$ cat src/rtl/pipelined_add_sub_if.sv
// Stream bundle for the pipelined add/subtract unit: operands and control
// on the input side, result and flags on the output side.
interface pipelined_add_sub_if #(
    parameter int WIDTH = 16
);
    logic [WIDTH-1:0] A;
    logic [WIDTH-1:0] B;
    logic             Cin;
    logic             SUB;
    logic             in_valid;
    logic             in_ready;
    logic [WIDTH-1:0] Sum;
    logic             Cout;
    logic             OVF;
    logic             out_valid;
    logic             out_ready;

    modport master (
        output A, B, Cin, SUB, in_valid, out_ready,
        input  in_ready, Sum, Cout, OVF, out_valid
    );

    modport slave (
        input  A, B, Cin, SUB, in_valid, out_ready,
        output in_ready, Sum, Cout, OVF, out_valid
    );
endinterface

$ cat src/rtl/pipelined_add_sub.sv
// Pipelined WIDTH-bit adder/subtractor: one SEG_WIDTH-bit carry segment per
// register stage, valid/ready stream with a global stall, signed overflow flag.
module pipelined_add_sub #(
    parameter int WIDTH     = 16,
    parameter int SEG_WIDTH = 4,
    parameter int SATURATE  = 0
) (
    input  logic               clk,
    input  logic               rst_n,
    pipelined_add_sub_if.slave bus
);
    localparam int NSEG = WIDTH / SEG_WIDTH;

    logic             advance;
    logic             carry0;
    logic [WIDTH-1:0] bEff;

    logic [WIDTH:0]   rawFull;
    logic             aMsb;
    logic             bMsb;
    logic             lastValid;
    logic             ovfRaw;
    logic [WIDTH-1:0] satValue;
    logic [WIDTH-1:0] sumNext;

    logic             validQ;
    logic             coutQ;
    logic             ovfQ;
    logic [WIDTH-1:0] sumQ;

    // Whole pipeline moves together; it only freezes when the output is held.
    assign advance      = bus.out_ready || !validQ;
    assign bus.in_ready = advance;

    assign bEff   = bus.SUB ? ~bus.B : bus.B;
    assign carry0 = bus.SUB ? ~bus.Cin : bus.Cin;

    generate
        if (NSEG == 1) begin : g_single
            assign rawFull   = {1'b0, bus.A} + {1'b0, bEff} + {{WIDTH{1'b0}}, carry0};
            assign aMsb      = bus.A[WIDTH-1];
            assign bMsb      = bEff[WIDTH-1];
            assign lastValid = bus.in_valid;
        end else begin : g_multi
            // Stage k resolves segment k; its operand registers keep only the
            // segments still to come and its sum register the ones already done.
            for (genvar k = 0; k < NSEG - 1; k++) begin : stage
                localparam int OPW  = WIDTH - (k + 1) * SEG_WIDTH;
                localparam int SUMW = (k + 1) * SEG_WIDTH;

                logic [SEG_WIDTH-1:0] aSeg;
                logic [SEG_WIDTH-1:0] bSeg;
                logic                 cIn;
                logic                 vIn;
                logic [OPW-1:0]       aNext;
                logic [OPW-1:0]       bNext;
                logic [SUMW-1:0]      sNext;
                logic [SEG_WIDTH:0]   segSum;

                logic                 vQ;
                logic                 cQ;
                logic [OPW-1:0]       aQ;
                logic [OPW-1:0]       bQ;
                logic [SUMW-1:0]      sQ;

                assign segSum = {1'b0, aSeg} + {1'b0, bSeg} + {{SEG_WIDTH{1'b0}}, cIn};

                if (k == 0) begin : g_src
                    assign aSeg  = bus.A[SEG_WIDTH-1:0];
                    assign bSeg  = bEff[SEG_WIDTH-1:0];
                    assign cIn   = carry0;
                    assign vIn   = bus.in_valid;
                    assign aNext = bus.A[WIDTH-1:SEG_WIDTH];
                    assign bNext = bEff[WIDTH-1:SEG_WIDTH];
                    assign sNext = segSum[SEG_WIDTH-1:0];
                end else begin : g_src
                    assign aSeg  = stage[k-1].aQ[SEG_WIDTH-1:0];
                    assign bSeg  = stage[k-1].bQ[SEG_WIDTH-1:0];
                    assign cIn   = stage[k-1].cQ;
                    assign vIn   = stage[k-1].vQ;
                    assign aNext = stage[k-1].aQ[WIDTH-k*SEG_WIDTH-1:SEG_WIDTH];
                    assign bNext = stage[k-1].bQ[WIDTH-k*SEG_WIDTH-1:SEG_WIDTH];
                    assign sNext = {segSum[SEG_WIDTH-1:0], stage[k-1].sQ};
                end

                always_ff @(posedge clk) begin
                    if (!rst_n) begin
                        vQ <= 1'b0;
                        cQ <= 1'b0;
                        aQ <= '0;
                        bQ <= '0;
                        sQ <= '0;
                    end else if (advance) begin
                        vQ <= vIn;
                        cQ <= segSum[SEG_WIDTH];
                        aQ <= aNext;
                        bQ <= bNext;
                        sQ <= sNext;
                    end
                end
            end

            logic [SEG_WIDTH-1:0] aTop;
            logic [SEG_WIDTH-1:0] bTop;
            logic [SEG_WIDTH:0]   topSum;

            assign aTop      = stage[NSEG-2].aQ;
            assign bTop      = stage[NSEG-2].bQ;
            assign topSum    = {1'b0, aTop} + {1'b0, bTop} + {{SEG_WIDTH{1'b0}}, stage[NSEG-2].cQ};
            assign rawFull   = {topSum, stage[NSEG-2].sQ};
            assign aMsb      = aTop[SEG_WIDTH-1];
            assign bMsb      = bTop[SEG_WIDTH-1];
            assign lastValid = stage[NSEG-2].vQ;
        end
    endgenerate

    assign ovfRaw   = (aMsb == bMsb) && (rawFull[WIDTH-1] != aMsb);
    assign satValue = aMsb ? {1'b1, {(WIDTH-1){1'b0}}} : {1'b0, {(WIDTH-1){1'b1}}};
    assign sumNext  = ((SATURATE != 0) && ovfRaw) ? satValue : rawFull[WIDTH-1:0];

    // Final segment and flags land in the output register; flags stay raw.
    always_ff @(posedge clk) begin
        if (!rst_n) begin
            validQ <= 1'b0;
            sumQ   <= '0;
            coutQ  <= 1'b0;
            ovfQ   <= 1'b0;
        end else if (advance) begin
            validQ <= lastValid;
            sumQ   <= sumNext;
            coutQ  <= rawFull[WIDTH];
            ovfQ   <= ovfRaw;
        end
    end

    assign bus.out_valid = validQ;
    assign bus.Sum       = sumQ;
    assign bus.Cout      = coutQ;
    assign bus.OVF       = ovfQ;
endmodule
$ cat src/flat_wrapper.sv
// flat-port wrapper written by rule: the top's interface ports become plain ports
module pipelined_add_sub_flat 
#(
    parameter int WIDTH     = 16,
    parameter int SEG_WIDTH = 4,
    parameter int SATURATE  = 0
)
  (clk, rst_n, bus_A, bus_B, bus_Cin, bus_SUB, bus_in_valid, bus_out_ready, bus_in_ready, bus_Sum, bus_Cout, bus_OVF, bus_out_valid);
  pipelined_add_sub_if #(.WIDTH(WIDTH)) bus_i ();
  input  logic clk;
  input  logic rst_n;
  input wire logic [$bits(bus_i.A)-1:0] bus_A;
  input wire logic [$bits(bus_i.B)-1:0] bus_B;
  input wire logic [$bits(bus_i.Cin)-1:0] bus_Cin;
  input wire logic [$bits(bus_i.SUB)-1:0] bus_SUB;
  input wire logic [$bits(bus_i.in_valid)-1:0] bus_in_valid;
  input wire logic [$bits(bus_i.out_ready)-1:0] bus_out_ready;
  output wire logic [$bits(bus_i.in_ready)-1:0] bus_in_ready;
  output wire logic [$bits(bus_i.Sum)-1:0] bus_Sum;
  output wire logic [$bits(bus_i.Cout)-1:0] bus_Cout;
  output wire logic [$bits(bus_i.OVF)-1:0] bus_OVF;
  output wire logic [$bits(bus_i.out_valid)-1:0] bus_out_valid;
  assign bus_i.A = bus_A;
  assign bus_i.B = bus_B;
  assign bus_i.Cin = bus_Cin;
  assign bus_i.SUB = bus_SUB;
  assign bus_i.in_valid = bus_in_valid;
  assign bus_i.out_ready = bus_out_ready;
  assign bus_in_ready = bus_i.in_ready;
  assign bus_Sum = bus_i.Sum;
  assign bus_Cout = bus_i.Cout;
  assign bus_OVF = bus_i.OVF;
  assign bus_out_valid = bus_i.out_valid;
  pipelined_add_sub #(.WIDTH(WIDTH), .SEG_WIDTH(SEG_WIDTH), .SATURATE(SATURATE)) u_core (.clk(clk), .rst_n(rst_n), .bus(bus_i));
endmodule
$ cat config.mk
export PLATFORM = sky130hd
export DESIGN_NAME = pipelined_add_sub_flat
export DESIGN_NICKNAME = d
export VERILOG_FILES = /design/src/rtl/pipelined_add_sub_if.sv /design/src/rtl/pipelined_add_sub.sv /design/src/flat_wrapper.sv
export SDC_FILE = /design/constraint.sdc
export NUM_CORES = 1
export LEC_CHECK = 0
export CAP_MARGIN = 20
export CORE_MARGIN = 2
export CORE_UTILIZATION = 30
export CTS_CLUSTER_SIZE = 28
export DETAILED_ROUTE_END_ITERATION = 7
export GPL_TIMING_DRIVEN = 0
export SLEW_MARGIN = 15
export SYNTH_ARGS = -nofsm -noshare
export SYNTH_HDL_FRONTEND = slang
export SYNTH_SLANG_ARGS = --single-unit
$ cat constraint.sdc
create_clock -name clk -period 2.1 [get_ports clk]
set_input_delay 0.21 -clock clk [delete_from_list [all_inputs] [get_ports clk]]
set_output_delay 0.21 -clock clk [all_outputs]
set_load 0.005 [all_outputs]
==> metrics <==
CTS H-Tree Depth 3; floorplan die width 122.7 µm; GP Congestion 0.7961; fillers 1402; DP Cell Count 719; WL per Instance 13.23 µm; cell types with the largest area share after synthesis sky130_fd_sc_hd__dfxtp_1 46%, sky130_fd_sc_hd__nand2_1 13%, sky130_fd_sc_hd__a21oi_1 9.4%, sky130_fd_sc_hd__fa_1 3.8%, sky130_fd_sc_hd__ha_1 3.6%; Overflow after GRT 0; aggregate routed wire length 9.711 mm; DP Area 5011 µm²; leading cell types in the layout, fill and taps excluded 141 x sky130_fd_sc_hd__nand2_1, 97 x sky130_fd_sc_hd__dfxtp_1, 79 x sky130_fd_sc_hd__a21oi_1, 56 x sky130_fd_sc_hd__clkdlybuf4s50_1, 22 x sky130_fd_sc_hd__nor2_1; leading cell type in the layout, fill and taps excluded sky130_fd_sc_hd__nand2_1; status complete, no violations; Initial Utilization 0.3056; Slew Viols, Final 0; synthesized flop and latch total 97; chip height 122.7 µm; Via-to-Cell Ratio 4.526; clk root buf sky130_fd_sc_hd__clkbuf_16; library cell with the largest summed area after synthesis sky130_fd_sc_hd__dfxtp_1; Worst Hold Endpoint u_core.g_multi.stage[0].bQ[11]$_SDFFE_PN0P_; cell count of the worst reg-to-reg path 5; critical path arrival 1.71 ns; number of different library cells in the post-synthesis netlist 36; number of nets in the final layout 607; final worst path period share 0.9164; slew at the pin closest to its max-slew limit 0.4024 ns; share of the synthesized area in the top cell type 0.4596; initial antenna violation count 0; gate count after technology mapping 483; global-route wire length before repair 16.20 mm; path type of the worst setup path flop to output pin; layout cells sized above 1 0.1083; mean instance size in the synthesized netlist 8.748 µm²; clock latency at the later pin of the worst-skew pair 0.34 ns; top_reg_cell synth sky130_fd_sc_hd__dfxtp_1; least setup slack across all paths after layout 0.1756 ns; R2R setup slack 0.34 ns; startpoint kind of the worst setup timing path flop; CTS tree built; required time at the endpoint of the critical path 1.89 ns; clk slew on worst S/H paths 0.07 ns; pin count of the biggest net entering global routing 19; shortest clock period the worst path allows after layout 1.924 ns; number of design-rule violations left by the first detailed-router iteration 127; area of the die 15050 µm²; Final ANT Viol Nets 0; Min-Delay Path Class input port to flop; endpoint of the worst register-to-register path u_core.g_multi.stage[2].cQ$_SDFFE_PN0P_; diode count 0; power per unit of standard cell area 775.4 nW/µm²; sequential-to-total area share from yosys stat 0.4596; # resized after CTS 0; final count of negative-setup-slack endpoints 0; 1st-pass router iterations 4; Post-Route Skew 0.009803 ns; total standard cell area after synthesis 4225 µm²; static leakage 0.002068 µW; Post-route DRC 0; estimated wirelength of the detail-placed design 7.423 mm; count of flip-flops with a built-in enable after synthesis 0; r2r startpoint u_core.g_multi.stage[1].bQ[0]$_SDFFE_PN0P_; achievable frequency 0.5196 GHz; count of synthesis-stage warnings from yosys 0; syn nets 541; remaining max-slew budget at the tightest pin 0.7248; Max rail drop VDD 0.3552 mV; number of ports placed on the die boundary 58; final cell count without fillers 734; P&R area growth vs syn 25.29%; number of clock buffers inserted by TritonCTS 9; worst slack after detailed placement -0.006091 ns; final count of hold timing violations 0; fraction of registers with async set/reset 0; GR Util All Layers 0.1396; number of core rows 43; CTS sink cnt 97; CTS Hold Buffers Added 0; # Max-Cap Violations 0; crit path capture type output pin; # port buffers 56; Core ar. 13830 µm²; area of all placed cells without fillers 5294 µm²; via count 3322; worst hold stages 3; maximum buffer depth of the clock tree 2; highest net fanout along the worst path 19; post-CTS setup buffer count 0; via count of the first global-routing pass 3241; launch instance of the worst min-delay path bus_SUB; unrepaired setup endpoints after global routing no
metrics by stage:
step / TNS, ns / utilization / hold WS [ns] / total power, µW
3_5_place_dp: -0.006091 / 0.3624 / 0.4450 / 2564
4_1_cts: 0 / 0.3837 / 0.2810 / 4160
5_1_grt: 0 / 0.3829 / 0.3012 / 4304
6_report: 0 / 0.3829 / 0.2764 / 4105
2_1_floorplan: 0 / - / 0.3505 / 2359
3_3_place_gp: 0 / 0.3624 / 0.4402 / 2550
how the worst max path moves through the flow:
| stage | start | endpoint | slack [ns] | cells past startpoint |
|---|---|---|---|---|
| floorplan | bus_SUB | u_core.g_multi.stage[0].cQ$_SDFFE_PN0P_ | 0.22 | 9 |
| detailed placement | bus_B[0] | u_core.g_multi.stage[0].cQ$_SDFFE_PN0P_ | -0.006 | 8 |
| CTS | u_core.bus.out_valid$_SDFFE_PN0P_ | bus_in_ready | 0.04 | 6 |
| finish | u_core.bus.out_valid$_SDFFE_PN0P_ | bus_in_ready | 0.18 | 5 |
| global route | u_core.bus.out_valid$_SDFFE_PN0P_ | bus_in_ready | 0.09 | 5 |
| global placement | bus_B[0] | u_core.g_multi.stage[0].cQ$_SDFFE_PN0P_ | 0.03 | 8 |
registers in the layout (all words and copies together), names as in the netlist:
name,flops
u_core.g_multi.stage.vQ,3
u_core.bus.Cout,1
u_core.g_multi.stage.sQ,24
u_core.g_multi.aTop,4
u_core.g_multi.bTop,4
u_core.bus.Sum,16
u_core.bus.OVF,1
u_core.g_multi.stage.cQ,3
u_core.g_multi.stage.aQ,20
u_core.g_multi.stage.bQ,20
u_core.bus.out_valid,1
worst max-delay path, stage by stage (launching register included):
cell	delay [ns]
sky130_fd_sc_hd__dfxtp_1	0.31
sky130_fd_sc_hd__nor2b_4	0.12
sky130_fd_sc_hd__buf_6	0.13
sky130_fd_sc_hd__inv_4	0.06
sky130_fd_sc_hd__buf_8	0.20
sky130_fd_sc_hd__clkdlybuf4s50_1	0.54
synthesized netlist by cell type, drive strengths merged (3+ instances only):
| cell type | number |
|---|---|
| a211oi | 18 |
| xor2 | 5 |
| nor2 | 22 |
| dfxtp | 97 |
| a21o | 3 |
| buf | 30 |
| ha | 12 |
| nand3 | 5 |
| fa | 8 |
| and3 | 4 |
| inv | 12 |
| nand2 | 141 |
| xnor2 | 16 |
| clkbuf | 5 |
| a2111oi | 4 |
| o21ai | 6 |
| a21oi | 79 |
| nor2b | 3 |
logic make-up after synthesis:
kind of cell               synth area share
AOI/OAI and AO/OA                    0.1789
xor gates and xnor gates            0.04353
adders and majority gates           0.07344
buffers and inverters               0.07166
DFF                                  0.4596
and+or+nand+nor                      0.1729
final cells by class:
class / instances / area, µm² / share of cell area
Clock buffer: 10 / 239.0 / 0.04514
Multi-Input combinational cell: 339 / 1981 / 0.3741
Tap cell: 180 / 225.2 / 0.04254
Inverter: 12 / 47.55 / 0.008981
Clock inverter: 6 / 55.05 / 0.01040
Timing Repair Buffer: 56 / 560.5 / 0.1059
Sequential cell: 97 / 1942 / 0.3668
Buffer: 34 / 244.0 / 0.04609
power by group:
group / total (µW) / leakage [µW] / switching (µW) / internal [µW]
logic: 486 / 0.00112 / 232 / 254
registers: 2030 / 0.000797 / 70.8 / 1960
clock network: 1590 / 0.000146 / 726 / 861
routing by layer:
metal | routed length (µm) | share of wire | vias up | track usage
li1 | - | - | 1734 | -
met1 | 4667 | 0.48 | 1521 | 0.1835
met2 | 4565 | 0.47 | 60 | 0.2272
met3 | 383 | 0.039 | 7 | 0.03717
met4 | 95 | 0.0098 | 0 | 0.03520
met5 | 0 | 0 | - | 0
No activity file was read; power rests on OpenSTA's default activity.
==> edit: new RTL, config.mk and constraints unchanged <==
`SATURATE` is set to 0 in 2 places; all go to 1.
--- a/src/rtl/pipelined_add_sub.sv
+++ b/src/rtl/pipelined_add_sub.sv
@@ -3,7 +3,7 @@
 module pipelined_add_sub #(
     parameter int WIDTH     = 16,
     parameter int SEG_WIDTH = 4,
-    parameter int SATURATE  = 0
+    parameter int SATURATE  = 1
 ) (
     input  logic               clk,
     input  logic               rst_n,
--- a/src/flat_wrapper.sv
+++ b/src/flat_wrapper.sv
@@ -3,7 +3,7 @@
 #(
     parameter int WIDTH     = 16,
     parameter int SEG_WIDTH = 4,
-    parameter int SATURATE  = 0
+    parameter int SATURATE  = 1
 )
   (clk, rst_n, bus_A, bus_B, bus_Cin, bus_SUB, bus_in_valid, bus_out_ready, bus_in_ready, bus_Sum, bus_Cout, bus_OVF, bus_out_valid);
   pipelined_add_sub_if #(.WIDTH(WIDTH)) bus_i ();
Check against the original RTL: not equivalent (a bounded check fails within 10 cycles, from zero or initial values and one cycle with rst_n low).
==> edit against the original RTL <==
Core utilization rose by 0.72 points. Clock power rose by 3%. Worst setup slack got worse by 86 ps. Sequential cell count did not move. Global-route usage rose by 0.63 points. Wire length rose by 4.1%. Highest routed layer unchanged. Design area fell by 1.7%. Critical path type unchanged. Area after synthesis fell by 2.3%. Final cell count fell by 1.5%. Via count rose by 3.3%. Power rose by 0.73%. Maximum frequency fell by 4.3%.
==> edit: results (changes against the original RTL) <==
| Metric | Value |
|---|---|
| Share of layout cells above drive strength 1 | `7.861% (was 10.83%)` |
| Met2 Use GR | `23.63% (was 22.72%)` |
| Met1 Usage GRT | `19.47% (was 18.35%)` |
| Clock Power | `1640 µW (was 1590 µW)` |
| First DRT Iteration DRCs | `197 (was 127)` |
| Peak VDD IR | `0.3830 mV (was 0.3552 mV)` |
| Worst Clk Skew | `5.239 ps (was 9.803 ps)` |
| CTS resizes | `3 (was 0)` |
| Post-Synthesis Cells | `477 (was 483)` |
| Post-DP HPWL | `7.597 mm (was 7.423 mm)` |
| Rel. slew slack | `57.13% (was 72.48%)` |
| Max stage delay on crit path | `520 ps (was 540 ps)` |
| CP Max Fanout | `17 (was 19)` |
| Status | `completed (unchanged)` |
| Global routing usage on met3 | `3.806% (was 3.717%)` |
| Routed met1 length | `4.977 mm (was 4.667 mm)` |
| Comb power frac | `11.2% (was 11.8%)` |
| Vias in the first global route | `3292 (was 3241)` |
| WL met3 | `467 µm (was 383 µm)` |
| WL met2 | `4.571 mm (was 4.565 mm)` |
| Post-DP Area | `0.004897 mm² (was 0.005011 mm²)` |
| Sequential area share after synthesis | `47.06% (was 45.96%)` |
| Vias per cell | `4.748 (was 4.526)` |
| # nets final | `600 (was 607)` |
| Crit path DAT | `1800 ps (was 1710 ps)` |
| Synth Net Count | `535 (was 541)` |
| Placed cells | `708 (was 719)` |
| Power Density | `794.2 mW/mm² (was 775.4 mW/mm²)` |
| Pint | `3127 µW (was 3076 µW)` |
## edit: changes by cell type after synthesis, moves of 4 or more
cell,before,now
a21oi_1,79,75
clkbuf_1,5,18
and3_1,4,0
buf_6,12,0
a211oi_2,11,1
buf_4,2,6
nand2_1,141,114
a211oi_1,7,18
o2bb2ai_1,0,10
nor2b_1,2,7
o21ai_0,6,10
## edit: per-stage QoR
step / setup WS (ps) / setup TNS, ps / hold WS [ps] / total power [µW]
3_5_place_dp: -286.1 / -648.6 / 445.5 / 2539
2_1_floorplan: 160.9 / 0 / 350.5 / 2341
4_1_cts: 27.29 / 0 / 232.2 / 4163
6_report: 89.18 / 0 / 233.7 / 4135
5_1_grt: 29.58 / 0 / 261.1 / 4323
3_3_place_gp: -280.7 / -534.2 / 441.3 / 2530
## edit: logic make-up after synthesis
family | share of synthesized area [%]
and+or+nand+nor | 16.16
AOI/OAI and AO/OA | 19.89
DFF | 47.06
buffers and inverters | 5.124
xor gates and xnor gates | 4.245
adders and majority gates | 7.520
## edit: cell type report
type                       instances  share of cell area, %
multi-input combinational        333                  38.00
timing repair buffer              55                  10.57
buffer                            33                  3.196
clock inverter                     7                  1.346
inverter                          13                  1.033
clock buffer                       9                  4.326
tap                              176                  4.230
sequential                        97                  37.30
## edit: path summary, 6_finish.rpt
| check | startpoint | endpoint | slack [ps] | depth (start not counted) |
|---|---|---|---|---|
| min | rst_n | u_core.bus.Sum[15] | 230 | 3 |
| max reg2reg | u_core.g_multi.bTop[0] | u_core.bus.Sum[14] | 120 | 5 |
| max | u_core.bus.out_valid | bus_in_ready | 90 | 5 |
| min reg2reg | u_core.g_multi.stage[0].aQ[7] | u_core.g_multi.stage[0].aQ[7] | 450 | 2 |
